## src/rtl/ysyx_25060170_bus_arbiter.sv

```systemverilog
// Two-master memory port arbiter: IFU and LSU share one memory port with one
// transaction in flight, fair alternation on ties, and a timeout abort.
module ysyx_25060170_bus_arbiter #(
    parameter int ADDR_W      = 32,
    parameter int DATA_W      = 32,
    parameter int TIMEOUT_CYC = 255
) (
    input  logic                  clk,
    input  logic                  rst,
    input  logic                  ifu_req_valid,
    output logic                  ifu_req_ready,
    input  logic [ADDR_W-1:0]     ifu_addr,
    output logic                  ifu_rsp_valid,
    output logic [DATA_W-1:0]     ifu_rdata,
    output logic                  ifu_rsp_err,
    input  logic                  lsu_req_valid,
    output logic                  lsu_req_ready,
    input  logic [ADDR_W-1:0]     lsu_addr,
    input  logic                  lsu_wen,
    input  logic [DATA_W-1:0]     lsu_wdata,
    input  logic [DATA_W/8-1:0]   lsu_wmask,
    output logic                  lsu_rsp_valid,
    output logic [DATA_W-1:0]     lsu_rdata,
    output logic                  lsu_rsp_err,
    output logic                  mem_req_valid,
    input  logic                  mem_req_ready,
    output logic [ADDR_W-1:0]     mem_addr,
    output logic                  mem_wen,
    output logic [DATA_W-1:0]     mem_wdata,
    output logic [DATA_W/8-1:0]   mem_wmask,
    input  logic                  mem_rsp_valid,
    input  logic [DATA_W-1:0]     mem_rdata,
    output logic                  busy
);
    localparam int MASK_W = DATA_W / 8;
    localparam logic OWN_LSU = 1'b0;
    localparam logic OWN_IFU = 1'b1;
    localparam logic       TO_EN   = (TIMEOUT_CYC != 0);
    localparam logic [7:0] TO_LAST = 8'(TIMEOUT_CYC - 1);

    typedef enum logic [1:0] {S_IDLE, S_REQ, S_RESP} state_e;

    state_e              state_q, state_d;
    logic                owner_q, owner_d;
    logic                last_q, last_d;
    logic [7:0]          cnt_q, cnt_d;
    logic [ADDR_W-1:0]   addr_q, addr_d;
    logic                wen_q, wen_d;
    logic [DATA_W-1:0]   wdata_q, wdata_d;
    logic [MASK_W-1:0]   wmask_q, wmask_d;
    logic                ifu_vld_q, ifu_vld_d, ifu_err_q, ifu_err_d;
    logic                lsu_vld_q, lsu_vld_d, lsu_err_q, lsu_err_d;
    logic [DATA_W-1:0]   ifu_rdata_q, ifu_rdata_d, lsu_rdata_q, lsu_rdata_d;

    logic                ifu_win, lsu_win, done, expire, fire, fire_err;
    logic [DATA_W-1:0]   fire_data;

    // On a tie, the requester that was not granted last time wins.
    assign ifu_win = ifu_req_valid && (!lsu_req_valid || last_q == OWN_LSU);
    assign lsu_win = lsu_req_valid && !ifu_win;
    assign done    = (state_q == S_RESP) && mem_rsp_valid;
    assign expire  = TO_EN && (state_q != S_IDLE) && (cnt_q == TO_LAST) && !done;

    assign ifu_req_ready = (state_q == S_IDLE) && ifu_win;
    assign lsu_req_ready = (state_q == S_IDLE) && lsu_win;
    assign mem_req_valid = (state_q == S_REQ);
    assign busy          = (state_q != S_IDLE);
    assign mem_addr      = addr_q;
    assign mem_wen       = wen_q;
    assign mem_wdata     = wdata_q;
    assign mem_wmask     = wmask_q;
    assign ifu_rsp_valid = ifu_vld_q;
    assign ifu_rdata     = ifu_rdata_q;
    assign ifu_rsp_err   = ifu_err_q;
    assign lsu_rsp_valid = lsu_vld_q;
    assign lsu_rdata     = lsu_rdata_q;
    assign lsu_rsp_err   = lsu_err_q;

    always_comb begin
        state_d     = state_q;
        owner_d     = owner_q;
        last_d      = last_q;
        cnt_d       = cnt_q;
        addr_d      = addr_q;
        wen_d       = wen_q;
        wdata_d     = wdata_q;
        wmask_d     = wmask_q;
        ifu_vld_d   = 1'b0;
        ifu_rdata_d = ifu_rdata_q;
        ifu_err_d   = ifu_err_q;
        lsu_vld_d   = 1'b0;
        lsu_rdata_d = lsu_rdata_q;
        lsu_err_d   = lsu_err_q;
        fire        = 1'b0;
        fire_err    = 1'b0;
        fire_data   = '0;

        case (state_q)
            S_IDLE: begin
                if (ifu_win) begin
                    addr_d  = ifu_addr;
                    wen_d   = 1'b0;
                    wdata_d = '0;
                    wmask_d = '0;
                    owner_d = OWN_IFU;
                    last_d  = OWN_IFU;
                    cnt_d   = '0;
                    state_d = S_REQ;
                end else if (lsu_win) begin
                    addr_d  = lsu_addr;
                    wen_d   = lsu_wen;
                    wdata_d = lsu_wdata;
                    wmask_d = lsu_wmask;
                    owner_d = OWN_LSU;
                    last_d  = OWN_LSU;
                    cnt_d   = '0;
                    state_d = S_REQ;
                end
            end
            S_REQ: begin
                cnt_d = cnt_q + 8'd1;
                if (expire) begin
                    fire     = 1'b1;
                    fire_err = 1'b1;
                    state_d  = S_IDLE;
                end else if (mem_req_ready) begin
                    state_d = S_RESP;
                end
            end
            S_RESP: begin
                cnt_d = cnt_q + 8'd1;
                if (done) begin
                    fire      = 1'b1;
                    fire_data = wen_q ? '0 : mem_rdata;
                    state_d   = S_IDLE;
                end else if (expire) begin
                    fire     = 1'b1;
                    fire_err = 1'b1;
                    state_d  = S_IDLE;
                end
            end
            default: state_d = S_IDLE;
        endcase

        if (fire) begin
            if (owner_q == OWN_IFU) begin
                ifu_vld_d   = 1'b1;
                ifu_rdata_d = fire_data;
                ifu_err_d   = fire_err;
            end else begin
                lsu_vld_d   = 1'b1;
                lsu_rdata_d = fire_data;
                lsu_err_d   = fire_err;
            end
        end
    end

    always_ff @(posedge clk or negedge rst) begin
        if (!rst) begin
            state_q     <= S_IDLE;
            owner_q     <= OWN_LSU;
            last_q      <= OWN_LSU;
            cnt_q       <= '0;
            addr_q      <= '0;
            wen_q       <= 1'b0;
            wdata_q     <= '0;
            wmask_q     <= '0;
            ifu_vld_q   <= 1'b0;
            ifu_rdata_q <= '0;
            ifu_err_q   <= 1'b0;
            lsu_vld_q   <= 1'b0;
            lsu_rdata_q <= '0;
            lsu_err_q   <= 1'b0;
        end else begin
            state_q     <= state_d;
            owner_q     <= owner_d;
            last_q      <= last_d;
            cnt_q       <= cnt_d;
            addr_q      <= addr_d;
            wen_q       <= wen_d;
            wdata_q     <= wdata_d;
            wmask_q     <= wmask_d;
            ifu_vld_q   <= ifu_vld_d;
            ifu_rdata_q <= ifu_rdata_d;
            ifu_err_q   <= ifu_err_d;
            lsu_vld_q   <= lsu_vld_d;
            lsu_rdata_q <= lsu_rdata_d;
            lsu_err_q   <= lsu_err_d;
        end
    end
endmodule

```

## config.mk

```make
export PLATFORM = sky130hd
export DESIGN_NAME = ysyx_25060170_bus_arbiter
export DESIGN_NICKNAME = d
export VERILOG_FILES = /design/src/rtl/ysyx_25060170_bus_arbiter.sv
export SDC_FILE = /design/constraint.sdc
export NUM_CORES = 1
export LEC_CHECK = 0
export BUFFER_PORTS_ARGS = -buffer_cell sky130_fd_sc_hd__buf_2
export CORE_ASPECT_RATIO = 1.1
export CORE_MARGIN = 2
export CORE_UTILIZATION = 42
export CTS_CLUSTER_SIZE = 12
export DETAILED_ROUTE_END_ITERATION = 7
export GPL_ROUTABILITY_DRIVEN = 0
export PLACE_DENSITY = 0.84
export SYNTH_ARGS = -nofsm -noshare
export SYNTH_HDL_FRONTEND = slang
export SYNTH_SLANG_ARGS = --single-unit
```

## constraint.sdc

```tcl
create_clock -name clk -period 1.8 [get_ports clk]
set_input_delay 0.18 -clock clk [delete_from_list [all_inputs] [get_ports clk]]
set_output_delay 0.18 -clock clk [all_outputs]
set_load 0.01 [all_outputs]
```

==> summary.txt <==
Power and ir drop
  • LEAKAGE: 4.76 nW
  • Pwr Density: 1690 nW/µm²
  • Worst VDD drop: approximately 1.0 mV

GRT
  • First-pass GRT wire length: 28,000 µm
  • Largest net degree at the start of global routing: 81
  • Total GRT Usage: 24.5%
  • Vias in the first global route: ~5,500
  • Congestion Overflow GR: 0
  • Initial antenna violation count: 0

Synthesis
  • Part of the Yosys area used for sequential elements: 63.1%
  • Top cell type's share of synthesized area: a little over three fifths
  • Post-synth EDFFs: 0
  • Top FF cell, synth: dfrtp_1
  • Most frequent cells after synthesis: dfrtp_1, a22o_1, nand2_1
  • Synth area leaders: dfrtp_1, a22o_1, mux2i_1, o21ai_0, nand2_1
  • Flops & latches, synth: 148
  • Synth Warn #: 0
  • Post-synth top area cell: dfrtp_1
  • Synthesized area: 5870 µm²
  • Mapped Cells: 458
  • Async SR Flop Fraction: 100%
  • Post-Syn Nets: 602
  • Top-count cell post-synth: dfrtp_1
  • Syn_area_per_cell: around 13 µm²
  • Synth unique cells: between 40 and 50

Drt
  • Vias: 5,253
  • Post-Route WL: 18,000 µm
  • First-pass detailed-route iteration total: 4
  • DR DRC count: 0
  • Final ANT Viol Nets: 0
  • DR vias/cell: 5.13
  • DR WL/cell: 17.6 µm
  • Iter 0 DRT Violations: 316

Timing
  • Tcrit/Tclk final: 98.4%
  • Worst slew margin: 73.5%
  • Worst Tran Pin Value: 0.397 ns
  • FMAX: about 560 MHz
  • RSZ-0062 raised after global routing: yes
  • Final Hold Viols: 0
  • Slew Viols, Final: 0
  • Setup TNS: 0 ns
  • Setup Skew: 0.00682 ns
  • Setup violations, final: 0
  • Crit path time final: 1.77 ns

Setup path
  • CP max FO: 5
  • Number of buffers and inverters on the critical path: 2
  • CP peak stage delay: between 0.4 and 0.5 ns
  • Crit. End Element: flip-flop
  • Crit path max-delay family: simple AND/OR/NAND/NOR gates
  • R2R Setup Slk: 0.03 ns
  • Required @ worst endpoint: approximately 2.1 ns
  • CP max stage cell: or4_4
  • CP Launch Type: flip-flop
  • Crit path cell chain: inv_2 > ha_4 > buf_4 > nor3b_4 > or3_4 > or4_4 > nand2_1
  • Setup CP Type: flip-flop to flip-flop
  • Worst path depth: 7
  • Worst r2r path cells: 7
  • Crit path DAT: about 2.1 ns

Die
  • Rows: 45
  • Core area: around 14,000 µm²
  • Die area: between 10,000 and 15,000 µm²
  • Die height: around 130 µm
  • Initial core utilization: 42.7%
  • Die width: around 120 µm
  • Io pins: 280

Finish
  • Layout cells sized above 1: 44.3%
  • Area delta synth->final: 54.7%
  • Ant. Diodes: 0
  • Final net count: 966
  • Fillers: around 1,000
  • Finished Cell Area: 9070 µm²

Hold path
  • Worst hold stages: 2
  • Tightest Hold Check Type: input pin to flip-flop

CTS
  • Num Clock Sinks: 148
  • Worst skew pair latency: 0.41 ns
  • CTS tree: done
  • Worst-path clk slew: 0.06 ns
  • Root Buffer: clkbuf_16
  • Longest Clk Path Bufs: 2
  • Cts bufs inserted: 17
  • H-tree levels: 4

Place
  • PortBufs: 279
  • Placed Instance Area: 7680 µm²
  • Post-DP HPWL: 11,500 µm

Run
  • Max cap viols: 0

Status
  • Outcome: finished, final reports clean
cell families (layout without fill, tap and decap cells):
family / after synthesis / in the layout / synth area share, %
buffers and inverters: 42 / 419 / 3.33
adders and majority gates: 5 / 5 / 1.07
xor gates and xnor gates: 4 / 4 / 0.597
and+or+nand+nor: 71 / 71 / 6.04
DFF: 148 / 148 / 63.1
AOI/OAI and AO/OA: 155 / 155 / 20.2
muxes: 33 / 33 / 5.65
per-layer routing:
metal / wire length, µm / GRT usage (%)
met1: 6940 / 29.4
met2: 9440 / 42.0
met3: 1150 / 6.38
met4: 513 / 9.76
met5: 0 / 0
worst register-to-register path, delay by kind of cell (launching register included):
kind	cells	cell delay, ns
and+or+nand+nor	4	0.99
adders and majority gates	1	0.18
buffers and inverters	2	0.20
DFF	1	0.36
sequential cells by signal, indices dropped and copies added, names as in the netlist:
name and cells:
state_q 2, mem_wdata 32, mem_wmask 4, lsu_rsp_valid 1, ifu_rsp_err 1, ifu_rsp_valid 1, mem_wen 1, mem_addr 32
cnt_q 8, last_q 1, ifu_rdata 32, lsu_rsp_err 1, lsu_rdata 32
per-stage QoR:
step                power, mW  utilization (%)  cells  setup WS, ns  hold WS [ns]
global route             16.2             66.0   1023       -0.0337       0.00502
finish                   15.3             66.0   1023        0.0284        0.0198
floorplan                8.82                -    458        0.0127        -0.116
detailed placement       11.5             55.9    916       -0.0190         0.123
global placement         11.3             55.9    916        0.0457         0.119
CTS                      15.2             65.5   1018      0.000864      0.000617
area by class of cell:
type                       instances  area (µm²)  area share [%]
clock inverter                    11        92.6            1.02
tap                              188         235            2.59
clock buffer                      21         470            5.19
multi-input combinational        268        2060            22.7
timing repair buffer             378        2470            27.3
inverter                           9        33.8           0.372
sequential                       148        3700            40.8
layout by cell type, fill, tap and decap left out, types with 5 or more instances in the layout:
cell type      instances
a21oi_1                5
a22o_1               102
buf_12                 9
buf_2                277
buf_4                 25
clkbuf_16             17
dfrtp_1              147
dlygate4sd3_1         62
inv_1                  6
mux2i_1               32
nand2_1               37
nor2_1                11
o21ai_0               33
power by group:
group	total (mW)	internal (mW)	switching, mW
sequential	5.82	4.89	0.931
clock	3.29	1.90	1.39
combinational	6.24	3.06	3.17
timing repair:
action	4_1_cts	5_1_grt
endpoints found under the setup margin	67	69
setup buffers	7	4
pin swaps	4	5
resized for setup	9	11
hold endpoints to repair	111	1
cloned	2	0
hold buffers	61	1
final timing paths:
| path | end | startpoint |
|---|---|---|
| worst max-delay path | cnt_q[7] | state_q[0] |
| worst min-delay path | ifu_rdata[21] | mem_rdata[21] |
| worst max register to register | cnt_q[7] | state_q[0] |
| worst min register to register | mem_addr[0] | mem_addr[0] |
| max in group asynchronous | mem_addr[27] | rst |
| min in group asynchronous | mem_wdata[21] | rst |
(Power assumes the default switching activity.)
